**src/rtl/acc_control_fsm.sv**
```systemverilog
// Multicycle control unit for the 16-bit accumulator CPU.
// Sequences fetch, decode, memory access, accumulator writeback, branch and
// jump from the 5-bit opcode, and drives the PC-control interface
// (PCWrite/Branch/bneOrbeq/PCSrc) plus the remaining datapath enables.
// Outputs are a Moore decode of the state register and Opcode; the only
// exception is the FETCH handshake, where IRWrite/PCWrite follow MemReady
// so that the IR and PC are loaded exactly in the cycle memory delivers.
module acc_control_fsm #(
  parameter int             OPW     = 5,
  parameter logic [OPW-1:0] HALT_OP = {OPW{1'b1}}
) (
  input  logic           CLK,
  input  logic           reset,
  input  logic [OPW-1:0] Opcode,
  input  logic           Zero,
  input  logic           MemReady,
  output logic           PCWrite,
  output logic           Branch,
  output logic           bneOrbeq,
  output logic [1:0]     PCSrc,
  output logic           IorD,
  output logic           MemRead,
  output logic           MemWrite,
  output logic           IRWrite,
  output logic           ALUSrcA,
  output logic [1:0]     ALUSrcB,
  output logic [2:0]     ALUOp,
  output logic           AccWrite,
  output logic [1:0]     AccSrc,
  output logic           RAWrite,
  output logic           Illegal,
  output logic           Halted
);

  // Opcode map
  localparam logic [OPW-1:0] OP_OR    = OPW'(3);
  localparam logic [OPW-1:0] OP_LOAD  = OPW'(4);
  localparam logic [OPW-1:0] OP_STORE = OPW'(5);
  localparam logic [OPW-1:0] OP_ADDI  = OPW'(6);
  localparam logic [OPW-1:0] OP_LI    = OPW'(7);
  localparam logic [OPW-1:0] OP_BEQ   = OPW'(8);
  localparam logic [OPW-1:0] OP_BNE   = OPW'(9);
  localparam logic [OPW-1:0] OP_J     = OPW'(10);
  localparam logic [OPW-1:0] OP_JAL   = OPW'(11);
  localparam logic [OPW-1:0] OP_JR    = OPW'(12);

  // PCSrc encodings
  localparam logic [1:0] PC_INC  = 2'b00;
  localparam logic [1:0] PC_JUMP = 2'b01;
  localparam logic [1:0] PC_BR   = 2'b10;
  localparam logic [1:0] PC_RA   = 2'b11;

  // ALUSrcB encodings
  localparam logic [1:0] B_IMM   = 2'b00;
  localparam logic [1:0] B_TWO   = 2'b01;
  localparam logic [1:0] B_MDR   = 2'b10;
  localparam logic [1:0] B_BOFF  = 2'b11;

  // AccSrc encodings
  localparam logic [1:0] ACC_ALU = 2'b00;
  localparam logic [1:0] ACC_MDR = 2'b01;
  localparam logic [1:0] ACC_IMM = 2'b10;

  localparam logic [2:0] ALU_ADD = 3'b000;

  typedef enum logic [3:0] {
    S_FETCH,
    S_DECODE,
    S_MEMRD,
    S_ACCWB,
    S_MEMWR,
    S_IMM,
    S_BR,
    S_JMP,
    S_HALT
  } state_t;

  state_t state;

  // Opcode classification
  logic op_alu, op_load, op_store, op_imm, op_br, op_jmp, op_halt, op_legal;

  assign op_alu   = (Opcode <= OP_OR);
  assign op_load  = (Opcode == OP_LOAD);
  assign op_store = (Opcode == OP_STORE);
  assign op_imm   = (Opcode == OP_ADDI) || (Opcode == OP_LI);
  assign op_br    = (Opcode == OP_BEQ) || (Opcode == OP_BNE);
  assign op_jmp   = (Opcode == OP_J) || (Opcode == OP_JAL) || (Opcode == OP_JR);
  assign op_halt  = (Opcode == HALT_OP);
  assign op_legal = op_alu || op_load || op_store || op_imm || op_br || op_jmp;

  // State sequencing; reset aborts any access in progress and restarts at FETCH
  always_ff @(posedge CLK or negedge reset) begin
    if (!reset) begin
      state <= S_FETCH;
    end else begin
      case (state)
        S_FETCH:  if (MemReady) state <= S_DECODE;
        S_DECODE: begin
          // HALT_OP is checked first so a re-parameterised halt code wins
          if (op_halt)                 state <= S_HALT;
          else if (op_alu || op_load)  state <= S_MEMRD;
          else if (op_store)           state <= S_MEMWR;
          else if (op_imm)             state <= S_IMM;
          else if (op_br)              state <= S_BR;
          else if (op_jmp)             state <= S_JMP;
          else                         state <= S_FETCH;
        end
        S_MEMRD:  if (MemReady) state <= S_ACCWB;
        S_ACCWB:  state <= S_FETCH;
        S_MEMWR:  if (MemReady) state <= S_FETCH;
        S_IMM:    state <= S_FETCH;
        S_BR:     state <= S_FETCH;
        S_JMP:    state <= S_FETCH;
        S_HALT:   state <= S_HALT;
        default:  state <= S_FETCH;
      endcase
    end
  end

  // Ungated control decode
  logic       pc_write_dec, branch_dec, bne_or_beq_dec, iord_dec;
  logic       mem_read_dec, mem_write_dec, ir_write_dec, alu_src_a_dec;
  logic       acc_write_dec, ra_write_dec, illegal_dec, halted_dec;
  logic [1:0] pc_src_dec, alu_src_b_dec, acc_src_dec;
  logic [2:0] alu_op_dec;

  // Per-state output decode; anything not set for a state stays 0
  always_comb begin
    pc_write_dec   = 1'b0;
    branch_dec     = 1'b0;
    bne_or_beq_dec = 1'b0;
    pc_src_dec     = PC_INC;
    iord_dec       = 1'b0;
    mem_read_dec   = 1'b0;
    mem_write_dec  = 1'b0;
    ir_write_dec   = 1'b0;
    alu_src_a_dec  = 1'b0;
    alu_src_b_dec  = B_IMM;
    alu_op_dec     = ALU_ADD;
    acc_write_dec  = 1'b0;
    acc_src_dec    = ACC_ALU;
    ra_write_dec   = 1'b0;
    illegal_dec    = 1'b0;
    halted_dec     = 1'b0;
    case (state)
      S_FETCH: begin
        // PC+2 is computed and latched together with the IR on the ready cycle
        mem_read_dec  = 1'b1;
        ir_write_dec  = MemReady;
        alu_src_b_dec = B_TWO;
        pc_write_dec  = MemReady;
      end
      S_DECODE: begin
        // Precompute the branch target into ALUOut while dispatching
        alu_src_b_dec = B_BOFF;
        illegal_dec   = !(op_halt || op_legal);
      end
      S_MEMRD: begin
        mem_read_dec = 1'b1;
        iord_dec     = 1'b1;
      end
      S_ACCWB: begin
        acc_write_dec = 1'b1;
        alu_src_a_dec = 1'b1;
        alu_src_b_dec = B_MDR;
        alu_op_dec    = {1'b0, Opcode[1:0]};
        acc_src_dec   = op_load ? ACC_MDR : ACC_ALU;
      end
      S_MEMWR: begin
        // Write request held for the whole wait so memory sees a stable access
        mem_write_dec = 1'b1;
        iord_dec      = 1'b1;
      end
      S_IMM: begin
        acc_write_dec = 1'b1;
        if (Opcode == OP_LI) begin
          acc_src_dec = ACC_IMM;
        end else begin
          alu_src_a_dec = 1'b1;
          alu_src_b_dec = B_IMM;
          alu_op_dec    = ALU_ADD;
          acc_src_dec   = ACC_ALU;
        end
      end
      S_BR: begin
        // PC block qualifies the load with Zero; no unconditional write here
        branch_dec     = 1'b1;
        pc_src_dec     = PC_BR;
        bne_or_beq_dec = (Opcode == OP_BEQ);
      end
      S_JMP: begin
        pc_write_dec = 1'b1;
        pc_src_dec   = (Opcode == OP_JR) ? PC_RA : PC_JUMP;
        // RA captures the PC already advanced during FETCH
        ra_write_dec = (Opcode == OP_JAL);
      end
      S_HALT: begin
        halted_dec = 1'b1;
      end
      default: begin
      end
    endcase
  end

  // Reset forces every output low immediately, FETCH outputs included
  assign PCWrite  = reset & pc_write_dec;
  assign Branch   = reset & branch_dec;
  assign bneOrbeq = reset & bne_or_beq_dec;
  assign PCSrc    = reset ? pc_src_dec : 2'b00;
  assign IorD     = reset & iord_dec;
  assign MemRead  = reset & mem_read_dec;
  assign MemWrite = reset & mem_write_dec;
  assign IRWrite  = reset & ir_write_dec;
  assign ALUSrcA  = reset & alu_src_a_dec;
  assign ALUSrcB  = reset ? alu_src_b_dec : 2'b00;
  assign ALUOp    = reset ? alu_op_dec : 3'b000;
  assign AccWrite = reset & acc_write_dec;
  assign AccSrc   = reset ? acc_src_dec : 2'b00;
  assign RAWrite  = reset & ra_write_dec;
  assign Illegal  = reset & illegal_dec;
  assign Halted   = reset & halted_dec;

  // Structural guarantees of the control encoding
  a_pcw_branch_excl: assert property (@(posedge CLK) disable iff (!reset)
    !(PCWrite && Branch));

  a_mem_rw_excl: assert property (@(posedge CLK) disable iff (!reset)
    !(MemRead && MemWrite));

  // A taken branch is always a separate PC write from the unconditional one
  a_taken_branch_alone: assert property (@(posedge CLK) disable iff (!reset)
    (Branch && (bneOrbeq ? Zero : !Zero)) |-> !PCWrite);

  a_halt_quiet: assert property (@(posedge CLK) disable iff (!reset)
    Halted |-> !(PCWrite || Branch || MemRead || MemWrite || IRWrite ||
                 AccWrite || RAWrite || Illegal));

endmodule
```
**config.mk**
```make
export PLATFORM = sky130hd
export DESIGN_NAME = acc_control_fsm
export DESIGN_NICKNAME = d
export VERILOG_FILES = /design/src/rtl/acc_control_fsm.sv
export SDC_FILE = /design/constraint.sdc
export NUM_CORES = 1
export LEC_CHECK = 0
export CAP_MARGIN = 20
export CORE_AREA = 8 8 45 47
export CTS_BUF_LIST = sky130_fd_sc_hd__clkbuf_8
export CTS_CLUSTER_DIAMETER = 30
export DETAILED_ROUTE_END_ITERATION = 8
export DIE_AREA = 0 0 53 55
export PLACE_DENSITY = 0.79
export SYNTH_ARGS = -nofsm -noshare
export SYNTH_HDL_FRONTEND = slang
export SYNTH_SLANG_ARGS = --single-unit
```
**constraint.sdc**
```tcl
create_clock -name CLK -period 2.4 [get_ports CLK]
set_clock_uncertainty 0.15 [all_clocks]
set_input_delay 0.48 -clock CLK [delete_from_list [all_inputs] [get_ports CLK]]
set_output_delay 0.48 -clock CLK [all_outputs]
set_load 0.05 [all_outputs]
```
# Word level (Yosys, flattened, before mapping)
# Index checks and enable logic that the tools add are counted.
word_totals:
  reg_bits: 4
  wordCells: 85
op_classes:
  order_cmp: 1
  n_eq_ne: 21
  n_mux: 34
  bitwise: 12
  reduce_logical: 16
op_table:
  columns: ["op", "count"]
  rows:
  - ["equality test 5 x 4 -> 1 bit (second input constant)", 5]
  - ["equality test 5 x 3 -> 1 bit (second input constant)", 4]
  - ["one-hot mux 4 bit (5 select lines)", 1]
  - ["2-to-1 mux 3 bit", 6]
  - ["equality test 4 x 3 -> 1 bit (second input constant)", 4]
  - ["2-to-1 mux 4 bit", 4]
  - ["AND 1 bit", 12]
  - ["2-to-1 mux 1 bit", 12]
  - ["2-to-1 mux 2 bit", 6]
  - ["logical OR 1 bit", 10]
  - ["equality test 4 x 2 -> 1 bit (second input constant)", 2]
  - ["one-hot mux 2 bit (2 select lines)", 2]
  - ["inequality test 2 bit (second input constant)", 3]
  - ["one-hot mux 2 bit (3 select lines)", 1]
  - ["OR reduction 2 bit", 3]
  - ["equality test 5 bit (second input constant)", 1]
  - ["<= comparator 5 x 2 -> 1 bit (second input constant)", 1]
  - ["equality test 4 x 1 -> 1 bit (second input constant)", 1]
  - ["equality test 4 bit (second input constant)", 1]
  - ["logical NOT 4 bit", 1]
  - ["one-hot mux 1 bit (2 select lines)", 2]
  - ["AND reduction 3 bit", 1]
  - ["logical NOT 1 bit", 1]

# Depth between registers and ports, before layout
logic_depth:
  word_depth: 10
  depth_mapped: 4
  depth_no_buf: 3

# Worst setup path after synthesis
# Ideal clock, no wire load.
synth_timing:
  path_kind: "input-to-output"
  start: "in reset"
  end: "out AccSrc[1]"
  arrival_time_ps: 2484
  t_required_ps: 1770
  slack_ps: -714
  stages: 3
  n_path_buf: 0
  path_cell_list: "nor2b_1 -> nand2_1 -> nor4b_1"
synth_via:
  elab_chain_cells: 1
synth_rtl:
  columns: ["element", "line", "text"]
  rows:
  - ["from (decl)", "13", "input logic reset,"]
  - ["2-to-1 mux 2 bit", "219", "assign AccSrc = reset ? acc_src_dec : 2'b00;"]
  - ["to (decl)", "29", "output logic [1:0] AccSrc,"]
# No other way between the ends.

# Final worst setup path
layout_timing:
  start: "in Opcode[3]"
  end: "out Illegal"
layout_via:
  elab_chain_cells: 10
layout_rtl:
  columns: ["element", "line", "text"]
  rows:
  - ["from (decl)", "14", "input logic [OPW-1:0] Opcode,"]
  - ["<= comparator 5 x 2 -> 1 bit or equality test 5 x 3 -> 1 bit (tied branches)", "83, 84", null]
  - ["logical OR 1 bit (5 in a row)", "90", "assign op_legal = op_alu || op_load || op_store || op_imm || op_br || op_jmp;"]
  - ["logical OR 1 bit *", "157", "illegal_dec = !(op_halt || op_legal);"]
  - ["logical NOT 1 bit *", "157", null]
  - ["2-to-1 mux 1 bit *", "146", "case (state)"]
  - ["AND 1 bit *", "221", "assign Illegal = reset & illegal_dec;"]
  - ["to (decl)", "31", "output logic Illegal,"]
# Every way passes the cells marked *; elsewhere a longest branch is shown, timed or not.

==> reports/results.env <==
VIA_COUNT=774
FINAL_MIN_PERIOD_OVER_CLOCK_PERIOD_PCT=98.5
DIEWIDTH_UM=53
REG2REG_SETUP_SLACK_NS=0.92
GRT_UTIL_MET1_PCT=19.5
IO_PINS=30
CRITICAL_PATH_PEAK_FANOUT=7
DETAIL_ROUTE.WIRELENGTH_UM=2890
PLACEMENT.CELL_AREA_UM2=1150
SYNTH.TOP_CELLS.BY_COUNT='nand2_1, nor2_1, nor3_1'
GR-TOTAL-OVERFLOW=0
R2R_CELLS=2
CLK_ROOT_BUFFER_CELL='clkbuf_8'
DIE_Y_UM=55
POSTSYNTH.ASYNCRESETSHARE_PCT=100
CAP_VIOL_MAX_COUNT=0
LARGEST_REGISTER_FFS=4
LAYOUT_MIN_CYCLE_TIME_NS=2.36
SETUP.WORST_PATH.END_CLASS='primary output'
CTS_HOLD_REPAIR.BUFFERS=0
YOSYSWARNINGS=0
FP-ROW-COUNT=14
POWER_DENSITY_nW_PER_UM2=222
CTS.CLK_SLEW.WORST_PATHS_NS=0.03
SYNTHESIS.INSTANCES=70
GRT_USE_MET3_PCT=6.95
GLOBALROUTETOTALUTIL_PCT=21.3
DRT-INITIAL-DRC-COUNT=15
DIE_AREA_UM2=2920
SYNTH_SEQ_CELLS=4
CRIT_PATH_END='Illegal'
VDD.IR_DROP.WORST_mV=0.342
POST_SYNTHESIS_ADDER_CELL_AREA_FRACTION_PCT=0
RSZ0062_AT_GRT='false'
CTS-BUFFERS-INSERTED=3
CRIT_ARRIVAL_NS=1.73
MAPPEDNETLISTAREA_UM2=497
VIA_COUNT_OF_THE_FIRST_GLOBAL_ROUTING_PASS=871
SYNTH-XOR-AREA-SHARE_PCT=5.29
CLK_LATENCY_NS=0.22
HOLDCRITPATHCLASS='in2async'
GP_ROUTABILITY_CONGESTION=0.876
CTS_MAX_PATH_BUFFERS=2
CP.DEPTH=6
DOMINANT_COMBINATIONAL_CELL_FAMILY_BY_AREA_AFTER_SYNTHESIS='simple AND/OR/NAND/NOR gates'
FIRST_PASS_ITERATION_COUNT_OF_THE_DETAILED_ROUTER=4
POSTSYNTHNETCOUNT=79
GRT-BUSIEST-LAYER='met2'
START_KIND='input pin'
MASTER_OF_THE_SLOWEST_INSTANCE_ON_THE_CRITICAL_PATH='clkdlybuf4s50_1'
RR_ENDPOINT='state[3]'
FMAX_GHz=0.423
STATUS='finished, final reports clean'
YOSYS-MUX-AREA-FRACTION_PCT=0
DETAIL-ROUTE-ANTENNA-NETS=0
CRIT_REQUIRED_NS=1.77
TOTAL_LEAKAGE_POWER_nW=0.585
SLEW_VIOL_FINAL=0
CRITICAL_PATH_CLASS='in2out'
HOLD_VIOLATIONS=0
CP.BUFFERS_INVERTERS=3
DRIVE_GT1_SHARE_PCT=57.4
NNETSFINAL=126
SYNTH_COMPOUND_AREA_SHARE_PCT=13.9
PLACEDCELLCOUNT=127
SYNTHFLOPTYPE='dfrtp_1'
YOSYS-TOP-CELLS-AREA='dfrtp_1, nor3_1, nand2_1'
TRITONCTS_NUM_SINKS=4
PLACE.DETAILED.HPWL_UM=1770
SYNTH-SIMPLE-AREA-SHARE_PCT=52.1
DRC=0
CRITICAL_PATH.MAX_STAGE_DELAY_NS=0.50
GRT_ANTENNA_BEFORE_REPAIR=0
SYNTH_SEQ_AREA_SHARE_PCT=20.2
FIN_CELLS=131
REG_TOP3='state: 4 flops'
WORST_PATH_DOMINANT_CELL_FAMILY='buffers and inverters'
SYNTH.LIB_CELLS_USED.DISTINCT=30
PORTBUFFERS=27
SETUP.WORST_PATH.START='Opcode[3]'
GRT_FIRST_PASS_WIRELENGTH_UM=4470
LARGEST-REGISTER='state'
YOSYS.AREA.TOP_TYPE='dfrtp_1'
FINAL_CELL_AREA_UM2=1290
GR-USAGE-MET2_PCT=38.9
ANTENNA_CELLS=0
WORSTREG2REGSTART='state[3]'
AREA_GROWTH_SYN_TO_LAYOUT_PCT=160
VIA_PER_INSTANCE_RATIO=5.91
HTREE_LEVELS=1
POST_DRT_WL_PER_CELL_UM=22.1
SETUP_VIOL_COUNT_FINAL=0
CRIT_CHAIN='clkdlybuf4s50_1 -> buf_6 -> o211a_1 -> o21ai_2 -> nor3_4 -> buf_12'
SYN-MEAN-INSTANCE-AREA_UM2=7.10
CTS_TREE='yes'
CORE_AREA_UM2=1380
SYNTH_TOP_AREA_SHARE_PCT=20.2
GRT_MAX_DEGREE=14
POST-SYNTH-TOP-COUNT-CELL='nand2_1'
START_UTIL_PCT=35.9
SYNTH-EDFF-COUNT=0
-- worst min path at each step --
stage / slack (ns) / cells after the start / endpoint
final: 0.17 / 2 / state[3]
after global routing: 0.18 / 2 / state[0]
after CTS: 0.15 / 2 / state[1]
after detailed placement: 0.44 / 1 / state[1]
after global placement: 0.39 / 1 / state[1]
after floorplan: 0.03 / 0 / state[0]
-- through the flow --
step / power (W) / TNS, ns / util [%] / setup WS (ns) / hold WS, ns
final: 0.000287 / 0 / 93.5 / 0.0362 / 0.174
after global routing: 0.000299 / 0 / 93.5 / 0.000508 / 0.176
after CTS: 0.000281 / -0.0279 / 91.7 / -0.0279 / 0.153
after detailed placement: 0.000131 / -1.84 / 83.1 / -0.286 / 0.435
after global placement: 0.000128 / -1.20 / 83.1 / -0.179 / 0.391
after floorplan: 0.0000933 / -0.137 / - / -0.0512 / 0.0344
-- layer usage --
metal | wire length, µm | vias up
met5 | 0 | -
met1 | 987 | 361
met4 | 158 | 0
met3 | 219 | 20
met2 | 1530 | 54
li1 | - | 339
-- logic make-up (layout without fill, tap and decap cells) --
group / Yosys count / count (layout)
simple gates: 44 / 44
compound gates: 10 / 10
buf+inv: 8 / 53
flops: 4 / 4
xor+xnor: 3 / 3
other cells: 1 / 1
-- power breakdown --
part	switching, W	internal (W)
registers	0	0.0000679
logic	0.0000407	0.0000333
clock network	0.0000378	0.000107
total	0.0000785	0.000208
-- placed cells by master (no fill, tap or decap), types with 2 or more instances in the layout --
cell	Yosys	routed
a21oi_1	2	2
and3_1	4	4
and4bb_2	1	2
buf_12	0	19
buf_4	1	17
buf_6	0	4
clkbuf_8	0	3
clkdlybuf4s50_1	0	2
dfrtp_2	0	3
dlygate4sd2_1	0	4
inv_1	3	3
nand2_1	7	7
nand2b_4	0	2
nand3_1	2	2
nand3b_1	2	2
nor2_1	6	6
nor2b_1	4	2
nor2b_4	0	2
nor3_1	6	2
nor3_2	0	2
nor3_4	0	2
o21ai_1	4	3
xor2_1	3	3
-- final cells by class --
| class | instances | area, µm² |
|---|---|---|
| clock buffer | 3 | 41.3 |
| fill | 48 | 90.1 |
| timing repair buffer | 47 | 621 |
| multi-input combinational | 58 | 497 |
| inverter | 3 | 11.3 |
| tap | 16 | 20.0 |
| sequential | 4 | 104 |
-- what timing repair did --
action | CTS | global route
gates cloned | 0 | 0
endpoints found under the hold margin | 0 | 0
endpoints found under the setup margin | 15 | 10
buffers inserted | 1 | 0
pin swaps | 5 | 3
resized for setup | 18 | 9
Note: power is estimated with default switching activity, not from simulation.
